### src/rtl/ad9958_sweep_sequencer_pkg.sv
// rtl/ad9958_sweep_sequencer_pkg.sv - shared state encoding and default widths for the sweep sequencer
package ad9958_sweep_sequencer_pkg;

    localparam int STEP_WIDTH_DEFAULT  = 16;
    localparam int DWELL_WIDTH_DEFAULT = 16;

    typedef enum logic [1:0] {
        SWEEP_IDLE = 2'd0,
        SWEEP_LOAD = 2'd1,
        SWEEP_RUN  = 2'd2,
        SWEEP_DONE = 2'd3
    } sweep_state_t;

endpackage

### src/rtl/ad9958_ftw_accumulator.sv
// rtl/ad9958_ftw_accumulator.sv - per-channel frequency tuning word register with load and modulo-2^32 step
module ad9958_ftw_accumulator (
    input  logic        clock,
    input  logic        reset,
    input  logic        load,
    input  logic [31:0] load_value,
    input  logic        step_en,
    input  logic [31:0] step,
    output logic [31:0] value
);

    // Load wins over step; the add wraps freely so downward sweeps use a two's complement step.
    always_ff @(posedge clock or posedge reset) begin
        if (reset) begin
            value <= 32'd0;
        end else if (load) begin
            value <= load_value;
        end else if (step_en) begin
            value <= value + step;
        end
    end

endmodule

### src/rtl/ad9958_sweep_sequencer.sv
// rtl/ad9958_sweep_sequencer.sv - linear two-channel FTW sweep paced by io_update pulses from the AD9958 core
module ad9958_sweep_sequencer
    import ad9958_sweep_sequencer_pkg::*;
#(
    parameter int STEP_WIDTH  = STEP_WIDTH_DEFAULT,
    parameter int DWELL_WIDTH = DWELL_WIDTH_DEFAULT
) (
    input  logic                   clock,
    input  logic                   reset,
    input  logic                   start,
    input  logic                   abort,
    input  logic                   static_load,
    input  logic                   repeat_en,
    input  logic [31:0]            ftw_start_ch0,
    input  logic [31:0]            ftw_step_ch0,
    input  logic [31:0]            ftw_start_ch1,
    input  logic [31:0]            ftw_step_ch1,
    input  logic [31:0]            asf_ch0_in,
    input  logic [31:0]            asf_ch1_in,
    input  logic [STEP_WIDTH-1:0]  num_steps,
    input  logic [DWELL_WIDTH-1:0] dwell,
    input  logic                   io_update,
    output logic [31:0]            ftw_ch0,
    output logic [31:0]            ftw_ch1,
    output logic [31:0]            asf_ch0,
    output logic [31:0]            asf_ch1,
    output logic [STEP_WIDTH-1:0]  step_index,
    output logic                   busy,
    output logic                   done
);

    sweep_state_t state, state_next;

    logic                   io_update_d;
    logic                   upd;
    logic [DWELL_WIDTH-1:0] dwell_cnt;
    logic [DWELL_WIDTH-1:0] dwell_last;

    logic [31:0]            sh_start_ch0, sh_step_ch0, sh_start_ch1, sh_step_ch1;
    logic [31:0]            sh_asf_ch0, sh_asf_ch1;
    logic [STEP_WIDTH-1:0]  sh_num_steps;
    logic [DWELL_WIDTH-1:0] sh_dwell;
    logic                   sh_repeat;

    logic shadow_latch, acc_load, acc_from_input, acc_step;
    logic asf_from_input, asf_from_shadow;
    logic idx_clear, idx_inc, dwell_clear, dwell_inc;

    assign upd        = io_update & ~io_update_d;
    // A dwell of 0 behaves as 1, so the last count index is 0 in both cases.
    assign dwell_last = (sh_dwell == '0) ? '0 : sh_dwell - DWELL_WIDTH'(1);
    assign busy       = (state == SWEEP_LOAD) || (state == SWEEP_RUN);
    assign done       = (state == SWEEP_DONE);

    // State register plus the edge-detect delay flop.
    always_ff @(posedge clock or posedge reset) begin
        if (reset) begin
            state       <= SWEEP_IDLE;
            io_update_d <= 1'b0;
        end else begin
            state       <= state_next;
            io_update_d <= io_update;
        end
    end

    // Next state and datapath strobes; abort pre-empts every other action outside IDLE.
    always_comb begin
        state_next      = state;
        shadow_latch    = 1'b0;
        acc_load        = 1'b0;
        acc_from_input  = 1'b0;
        acc_step        = 1'b0;
        asf_from_input  = 1'b0;
        asf_from_shadow = 1'b0;
        idx_clear       = 1'b0;
        idx_inc         = 1'b0;
        dwell_clear     = 1'b0;
        dwell_inc       = 1'b0;
        case (state)
            SWEEP_IDLE: begin
                if (start) begin
                    state_next   = SWEEP_LOAD;
                    shadow_latch = 1'b1;
                end else if (static_load) begin
                    acc_load       = 1'b1;
                    acc_from_input = 1'b1;
                    asf_from_input = 1'b1;
                end
            end
            SWEEP_LOAD: begin
                if (abort) begin
                    state_next = SWEEP_IDLE;
                end else begin
                    acc_load        = 1'b1;
                    asf_from_shadow = 1'b1;
                    idx_clear       = 1'b1;
                    dwell_clear     = 1'b1;
                    state_next      = (sh_num_steps == '0) ? SWEEP_DONE : SWEEP_RUN;
                end
            end
            SWEEP_RUN: begin
                if (abort) begin
                    state_next = SWEEP_IDLE;
                end else if (upd) begin
                    if (dwell_cnt < dwell_last) begin
                        dwell_inc = 1'b1;
                    end else begin
                        dwell_clear = 1'b1;
                        if (step_index < sh_num_steps) begin
                            acc_step = 1'b1;
                            idx_inc  = 1'b1;
                        end else if (sh_repeat) begin
                            acc_load  = 1'b1;
                            idx_clear = 1'b1;
                        end else begin
                            state_next = SWEEP_DONE;
                        end
                    end
                end
            end
            SWEEP_DONE: begin
                state_next = SWEEP_IDLE;
            end
            default: begin
                state_next = SWEEP_IDLE;
            end
        endcase
    end

    // Shadow configuration, captured only on an accepted start.
    always_ff @(posedge clock or posedge reset) begin
        if (reset) begin
            sh_start_ch0 <= 32'd0;
            sh_step_ch0  <= 32'd0;
            sh_start_ch1 <= 32'd0;
            sh_step_ch1  <= 32'd0;
            sh_asf_ch0   <= 32'd0;
            sh_asf_ch1   <= 32'd0;
            sh_num_steps <= '0;
            sh_dwell     <= '0;
            sh_repeat    <= 1'b0;
        end else if (shadow_latch) begin
            sh_start_ch0 <= ftw_start_ch0;
            sh_step_ch0  <= ftw_step_ch0;
            sh_start_ch1 <= ftw_start_ch1;
            sh_step_ch1  <= ftw_step_ch1;
            sh_asf_ch0   <= asf_ch0_in;
            sh_asf_ch1   <= asf_ch1_in;
            sh_num_steps <= num_steps;
            sh_dwell     <= dwell;
            sh_repeat    <= repeat_en;
        end
    end

    // Point counter, dwell counter and ASF output words.
    always_ff @(posedge clock or posedge reset) begin
        if (reset) begin
            step_index <= '0;
            dwell_cnt  <= '0;
            asf_ch0    <= 32'd0;
            asf_ch1    <= 32'd0;
        end else begin
            if (idx_clear) begin
                step_index <= '0;
            end else if (idx_inc) begin
                step_index <= step_index + STEP_WIDTH'(1);
            end
            if (dwell_clear) begin
                dwell_cnt <= '0;
            end else if (dwell_inc) begin
                dwell_cnt <= dwell_cnt + DWELL_WIDTH'(1);
            end
            if (asf_from_input) begin
                asf_ch0 <= asf_ch0_in;
                asf_ch1 <= asf_ch1_in;
            end else if (asf_from_shadow) begin
                asf_ch0 <= sh_asf_ch0;
                asf_ch1 <= sh_asf_ch1;
            end
        end
    end

    ad9958_ftw_accumulator u_acc_ch0 (
        .clock      (clock),
        .reset      (reset),
        .load       (acc_load),
        .load_value (acc_from_input ? ftw_start_ch0 : sh_start_ch0),
        .step_en    (acc_step),
        .step       (sh_step_ch0),
        .value      (ftw_ch0)
    );

    ad9958_ftw_accumulator u_acc_ch1 (
        .clock      (clock),
        .reset      (reset),
        .load       (acc_load),
        .load_value (acc_from_input ? ftw_start_ch1 : sh_start_ch1),
        .step_en    (acc_step),
        .step       (sh_step_ch1),
        .value      (ftw_ch1)
    );

endmodule

### config.mk
export PLATFORM = sky130hd
export DESIGN_NAME = ad9958_sweep_sequencer
export DESIGN_NICKNAME = d
export VERILOG_FILES = /design/src/rtl/ad9958_sweep_sequencer_pkg.sv /design/src/rtl/ad9958_ftw_accumulator.sv /design/src/rtl/ad9958_sweep_sequencer.sv
export SDC_FILE = /design/constraint.sdc
export NUM_CORES = 1
export LEC_CHECK = 0
export CORE_MARGIN = 2
export CORE_UTILIZATION = 45
export CTS_CLUSTER_DIAMETER = 150
export CTS_CLUSTER_SIZE = 8
export DETAILED_ROUTE_END_ITERATION = 7
export GPL_TIMING_DRIVEN = 1
export PLACE_DENSITY = 0.7
export SLEW_MARGIN = 20
export SYNTH_ARGS = -nofsm -noshare
export SYNTH_HDL_FRONTEND = slang
export SYNTH_SLANG_ARGS = --single-unit
export TNS_END_PERCENT = 10
### constraint.sdc
create_clock -name clock -period 15.1 [get_ports clock]
set_clock_uncertainty 0.15 [all_clocks]
set_input_delay 1.51 -clock clock [delete_from_list [all_inputs] [get_ports clock]]
set_output_delay 1.51 -clock clock [all_outputs]
set_load 0.03 [all_outputs]
==> results of run 1 <==
worst reg2reg max path, stage by stage, from the launching register on:
cell	delay, ps
dfrtp_1	440
nor4_4	380
nand2b_1	160
nor3_1	300
and3_1	310
nand2_1	90
xnor2_1	140
nand2_1	80
ha_1	300
a21oi_1	140
o21ai_0	120
a2111oi_0	540
a211o_1	300
a21o_4	390
buf_4	740
a211oi_1	130
a31oi_1	220
a21oi_1	90
o31a_1	240
power by group:
group | internal [mW] | leakage [nW] | switching (mW)
sequential | 1.54 | 4.61 | 0.363
combinational | 1.48 | 6.16 | 1.83
clock | 0.649 | 0.696 | 0.430
total | 3.67 | 11.5 | 2.62
per-layer routing:
layer	up-vias	part of all wire, %
met2	506	47
met3	114	8.0
met5	-	0.041
met4	4	3.2
met1	8306	42
li1	7867	-
cells by family (layout without fill, tap and decap cells):
kind of cell / count (synthesis) / after routing / synth area share (%)
buffers and inverters: 148 / 490 / 2.798
xor gates and xnor gates: 76 / 76 / 3.250
other: 0 / 7 / 0
adders and majority gates: 103 / 103 / 6.365
DFF: 388 / 388 / 47.40
AOI/OAI and AO/OA: 409 / 409 / 13.11
muxes: 236 / 236 / 12.91
and+or+nand+nor: 658 / 658 / 14.17
how the worst max path moves through the flow:
stage / start / to / slack (ps)
global placement: start / u_acc_ch1.value[31]$_DFFE_PP0P_ / 9920
global route: sh_dwell[2]$_DFFE_PP0P_ / u_acc_ch0.value[31]$_DFFE_PP0P_ / 9240
floorplan: reset / asf_ch0[0]$_DFFE_PP0P_ / 2660
finish: sh_dwell[2]$_DFFE_PP0P_ / u_acc_ch0.value[31]$_DFFE_PP0P_ / 9720
CTS: sh_dwell[2]$_DFFE_PP0P_ / u_acc_ch0.value[31]$_DFFE_PP0P_ / 9680
detailed placement: sh_dwell[2]$_DFFE_PP0P_ / u_acc_ch0.value[31]$_DFFE_PP0P_ / 9750
cells in the final DEF, fill, tap and decap left out, drive strengths merged, types with 30 or more instances in the layout:
| cell type | Yosys | final |
|---|---|---|
| xor2 | 46 | 46 |
| o21ai | 51 | 51 |
| nor2 | 140 | 140 |
| inv | 43 | 44 |
| nand3 | 37 | 37 |
| a211oi | 36 | 36 |
| nand2 | 347 | 347 |
| clkbuf | 93 | 55 |
| xnor2 | 30 | 30 |
| a31oi | 122 | 122 |
| a21oi | 83 | 83 |
| dfrtp | 388 | 388 |
| clkdlybuf4s50 | 0 | 376 |
| ha | 101 | 101 |
| mux2 | 225 | 225 |
stage by stage:
stage                     setup slack [ps]  hold WS [ps]  power, mW  cell area, sq um  util (%)
after floorplan                       2656         328.7      4.166             20480         -
after global placement                9916         336.3      5.085             24780     54.83
after detailed placement              9748         341.9      5.187             24780     54.83
after CTS                             9679         353.8      6.312             26190     57.96
after global routing                  9241         363.6      6.736             26220     58.02
final                                 9719         353.0      6.289             26220     58.02
layout make-up:
class                      instances  area (sq um)
tap                              600         750.7
multi-input combinational       1482         10270
timing repair buffer             390          3885
sequential                       388          9709
antenna                            7         17.52
clock inverter                     2         38.79
inverter                          43         168.9
fill                            3798         18970
clock buffer                      55          1376
==> impl_metrics.env, run 1 <==
export IMPL_r2r_start="sh_dwell[2]$_DFFE_PP0P_"
export IMPL_cts_setup_buffers=0
export IMPL_rows=78
export IMPL_max_stage_delay_ps=730
export IMPL_routed_via_density=5.661
export IMPL_cts_tree="done"
export IMPL_path_buf_inv=1
export IMPL_grt_pass1_wl_microns=91970
export IMPL_clock_sinks=388
export IMPL_ys_seq_elements=388
export IMPL_required_ps=15420
export IMPL_worstPathArrival_ps=5700
export IMPL_clock_latency_ps=580
export IMPL_cts_reportedPaths_clkPinSlew_ps=50
export IMPL_drive_gt1_share_pct=13.31
export IMPL_area_growth_pct=27.98
export IMPL_cts_root_buf="clkbuf_16"
export IMPL_min_to="sh_asf_ch0[24]$_DFFE_PP0P_"
export IMPL_drv_cap=0
export IMPL_busiest_layer="met2"
export IMPL_path_delay_family="compound AO/OA/AOI/OAI gates"
export IMPL_synth_enable_flop_cells=0
export IMPL_max_slew_margin_pct=28.26
export IMPL_p_leak_nw=11.47
export IMPL_crit_cells=18
export IMPL_gp_congestion=0.8643
export IMPL_cts_max_level=2
export IMPL_crit_fanout=81
export IMPL_reg2reg_depth=18
export IMPL_fin_crit_sh_pct=35.64
export IMPL_peakVddDrop_v=0.0001290
export IMPL_fp_dieH_microns=217.4
export IMPL_use_met2_pct=39.81
export IMPL_routed_via_count=16800
export IMPL_reg2reg_to="u_acc_ch0.value[31]$_DFFE_PP0P_"
export IMPL_status="finished, final reports clean"
export IMPL_finalWirelength_microns=57840
export IMPL_setup_viol=0
export IMPL_use_met3_pct=6.569
export IMPL_synth_commonest_cells="388 x dfrtp_1, 347 x nand2_1, 225 x mux2_2"
export IMPL_tightest_slew_ps=1076
export IMPL_wire_per_inst_microns=19.49
export IMPL_rsz0062_at_grt="false"
export IMPL_cp_start_kind="flop"
export IMPL_syn_nets=2352
export IMPL_grt_overflow_total=0
export IMPL_antenna_found_initial=10
export IMPL_synth_cells=2018
export IMPL_use_met1_pct=31.13
export IMPL_final_net_count=2693
export IMPL_dieArea_sq_mm=0.04724
export IMPL_grt_pass1_vias=17010
export IMPL_synth_top_area_cell="dfrtp_1"
export IMPL_ys_seq_area_share_pct=47.40
export IMPL_syn_area_sq_mm=0.02048
export IMPL_ioPinCount=377
export IMPL_synthArstFlopShare_pct=100.0
export IMPL_endpoint_kind="flop"
export IMPL_dr_pass1_iters=7
export IMPL_grt_max_degree=173
export IMPL_hold_depth=1
export IMPL_cts_resized=0
export IMPL_die_w_microns=217.4
export IMPL_core_sq_mm=0.04519
export IMPL_final_cells=2967
export IMPL_drcViolationCount=0
export IMPL_ys_types=67
export IMPL_cts_hold_buf=0
export IMPL_clock_path_buffers=3
export IMPL_portBuffers=376
export IMPL_hold_violations=0
export IMPL_synth_most_common_cell="dfrtp_1"
export IMPL_ys_warnings_count=0
export IMPL_hold_path_class="reg -> reg"
export IMPL_numCtsBuffers=54
export IMPL_power_per_cell_area_mw_per_mm2=239.9
export IMPL_max_clock_freq_mhz=185.8
export IMPL_dp_cells=2903
export IMPL_slew_violations=0
export IMPL_grt_usage_pct=24.49
export IMPL_ant_nets=0
export IMPL_synth_area_per_cell_sq_um=10.15
export IMPL_synth_main_ff_cell="dfrtp_1"
export IMPL_worstPathCellList="nor4_4, nand2b_1, nor3_1, and3_1, nand2_1, xnor2_1, nand2_1, ha_1, a21oi_1, o21ai_0, a2111oi_0, a211o_1, a21o_4, buf_4, a211oi_1, a31oi_1, a21oi_1, o31a_1"
export IMPL_dpl_hpwl_microns=39850
export IMPL_rrSetupSlack_ps=9720
export IMPL_drt_iter0_drc=932
export IMPL_critical_path_class="reg -> reg"
export IMPL_worstHoldStart="sh_asf_ch0[24]$_DFFE_PP0P_"
export IMPL_yosys_area_top_type_share_pct=47.40
export IMPL_start_util_pct=45.33
export IMPL_worst_path_max_delay_cell="buf_4"
export IMPL_synth_area_top_cells="dfrtp_1 47%, mux2_2 12%, nand2_1 6.4%"
export IMPL_fin_tns_setup_ps=0
export IMPL_post_route_min_period_ps=5381
Power figures use the tool's default switching activity.
==> inputs of run 2 (changes only) <==
==> constraint.sdc (replaced) <==
create_clock -name clock -period 5.13 [get_ports clock]
set_clock_uncertainty 0.15 [all_clocks]
set_input_delay 0.513 -clock clock [delete_from_list [all_inputs] [get_ports clock]]
set_output_delay 0.513 -clock clock [all_outputs]
set_load 0.03 [all_outputs]
==> run 2 against run 1 <==
Flip-flop and latch count did not move. Sequential power grew to 2.9 times the previous value. Non-clock buffer count up 10. Critical endpoint is now u_acc_ch1.value[10]$_DFFE_PP0P_. Final cell count increased by 0.40%. Sequential share of layout area shrank 0.21 points. Clock power increased to 3.0 times the previous value. Combinational power increased to 3.0 times the previous value. Register-to-register slack lost 9300 ps. Clock-buffer cell count unchanged. Critical path depth shrank 1.
==> impl_metrics.env, run 2 (synthesis gave the netlist of run 1 again) <==
export IMPL_final_net_count=2703
export IMPL_cts_setup_buffers=0
export IMPL_worstPathArrival_ps=4990
export IMPL_numCtsBuffers=54
export IMPL_core_sq_mm=0.04519
export IMPL_cp_start_kind="flop"
export IMPL_grt_usage_pct=24.52
export IMPL_area_growth_pct=28.72
export IMPL_cts_hold_buf=0
export IMPL_clock_path_buffers=3
export IMPL_placedInstanceArea_sq_mm=0.02491
export IMPL_endpoint_kind="flop"
export IMPL_required_ps=5410
export IMPL_rows=78
export IMPL_fp_dieH_microns=217.4
export IMPL_cts_reportedPaths_clkPinSlew_ps=50
export IMPL_finalWirelength_microns=57950
export IMPL_ioPinCount=377
export IMPL_path_buf_inv=1
export IMPL_start_util_pct=45.33
export IMPL_final_common_cell="dfrtp_1"
export IMPL_die_w_microns=217.4
export IMPL_route_met2_wl_microns=26360
export IMPL_worstPathCellList="nor4_4, nand2b_1, nor3_1, and3_1, nand2_1, xnor2_1, nand2_1, ha_1, a21oi_1, o21ai_0, a2111oi_1, a211o_1, nand2_1, a41oi_4, buf_4, o311a_1, a31oi_1"
export IMPL_report_power_total_mw=18.59
export IMPL_grt_pass1_vias=17210
export IMPL_cts_tree="done"
export IMPL_ant_nets=0
export IMPL_post_route_min_period_ps=4707
export IMPL_setup_viol=0
export IMPL_pwr_share_comb_pct=52.5
export IMPL_gp_congestion=0.8884
export IMPL_portBuffers=376
export IMPL_slew_violations=0
export IMPL_critical_path_class="reg -> reg"
export IMPL_hold_path_class="in -> async"
export IMPL_routed_via_density=5.670
export IMPL_top_layer_used="met5"
export IMPL_crit_fanout=20
export IMPL_layout_common_cells="388 x dfrtp_1, 376 x clkdlybuf4s50_1, 345 x nand2_1"
export IMPL_clock_latency_ps=600
export IMPL_crit_cells=17
export IMPL_p_seq_share_pct=30.2
export IMPL_dr_wl_met3_microns=4834
export IMPL_path_delay_family="compound AO/OA/AOI/OAI gates"
export IMPL_grt_pass1_wl_microns=92470
export IMPL_fin_tns_setup_ps=0
export IMPL_grt_overflow_total=0
export IMPL_drt_iter0_drc=1166
export IMPL_worst_path_max_delay_cell="a2111oi_1"
export IMPL_dr_pass1_iters=8
export IMPL_dpl_hpwl_microns=40740
export IMPL_intPower_mw=10.85
export IMPL_routed_via_count=16890
export IMPL_netSwitchingPower_mw=7.746
export IMPL_tightest_slew_ps=993.9
export IMPL_hold_violations=0
export IMPL_drive_gt1_share_pct=13.67
export IMPL_max_clock_freq_mhz=212.5
export IMPL_drt_met1_wl_microns=24580
export IMPL_drcViolationCount=0
export IMPL_max_stage_delay_ps=460
export IMPL_peakVddDrop_v=0.0003954
export IMPL_reg2reg_depth=17
export IMPL_clock_sinks=388
export IMPL_drv_cap=0
export IMPL_cts_max_level=2
export IMPL_antenna_found_initial=11
export IMPL_wire_per_inst_microns=19.45
export IMPL_dieArea_sq_mm=0.04724
export IMPL_grt_max_degree=155
export IMPL_fin_area_sq_mm=0.02637
export IMPL_cts_root_buf="clkbuf_16"
export IMPL_p_leak_nw=11.54
export IMPL_pwr_share_clk_pct=17.3
export IMPL_sw_frac_of_total_pct=41.66
export IMPL_status="finished, final reports clean"
export IMPL_crit_top_cell="nand2_1"
export IMPL_fin_crit_sh_pct=91.75
export IMPL_max_slew_margin_pct=33.74
export IMPL_power_per_cell_area_mw_per_mm2=705.1
[run 2: worst reg2reg max path, delay by kind of cell, from the launching register on]
family	cells	cell delay (ps)
AO/OA/AOI/OAI	7	1740
AND/OR/NAND/NOR	7	1370
flip-flops	1	450
buffers and inverters	1	400
adder cells (fa/ha/maj)	1	300
XOR/XNOR	1	140
[run 2: routing by layer]
layer,GRT usage (%),up-vias
met5,0,-
met3,7.659,129
met2,38.41,567
li1,-,7886
met1,31.63,8302
met4,9.863,8
[run 2: path summary, 6_finish.rpt]
kind                                             start  slack [ps]                               to
max                            sh_dwell[2]$_DFFE_PP0P_         420  u_acc_ch1.value[10]$_DFFE_PP0P_
min                                              reset         220          asf_ch0[10]$_DFFE_PP0P_
max reg2reg                    sh_dwell[2]$_DFFE_PP0P_         420  u_acc_ch1.value[10]$_DFFE_PP0P_
min reg2reg                sh_start_ch1[7]$_DFFE_PP0P_         350      sh_start_ch1[7]$_DFFE_PP0P_
max in group asynchronous                        reset        3310       sh_step_ch0[2]$_DFFE_PP0P_
min in group clock                           io_update         270            io_update_d$_DFF_PP0_
[run 2: timing repair]
action	CTS	global route
gates resized for setup	0	1
setup endpoints to repair	0	33
endpoints found under the hold margin	0	0
[run 2: area by class of cell]
type / instances / area [sq um]
Tap cell: 600 / 750.7
Inverter: 43 / 165.2
Clock inverter: 3 / 58.81
Clock buffer: 55 / 1376
Sequential cell: 388 / 9709
Timing Repair Buffer: 400 / 4019
Multi-Input combinational cell: 1482 / 10270
Fill cell: 3828 / 18820
Antenna cell: 8 / 20.02
[run 2: stage by stage]
| stage | util [%] | hold slack (ps) | setup slack (ps) | cells |
|---|---|---|---|---|
| final | 58.35 | 221.6 | 423.2 | 2979 |
| after global routing | 58.34 | 252.4 | -8.271 | 2978 |
| after CTS | 58.30 | 212.1 | 306.4 | 2971 |
| after detailed placement | 55.13 | 343.1 | 343.3 | 2913 |
| after global placement | 55.13 | 335.9 | 483.5 | 2913 |
| after floorplan | - | 328.7 | -750.9 | 2018 |
[run 2: power groups by stage]
stage	Combinational (mW)	Clock (mW)	Sequential, mW
after detailed placement	9.70	0	5.61
after CTS	9.76	3.29	5.59
after floorplan	5.96	0	6.31
after global routing	10.7	3.42	5.77
after global placement	9.48	0	5.55
final	9.77	3.21	5.61
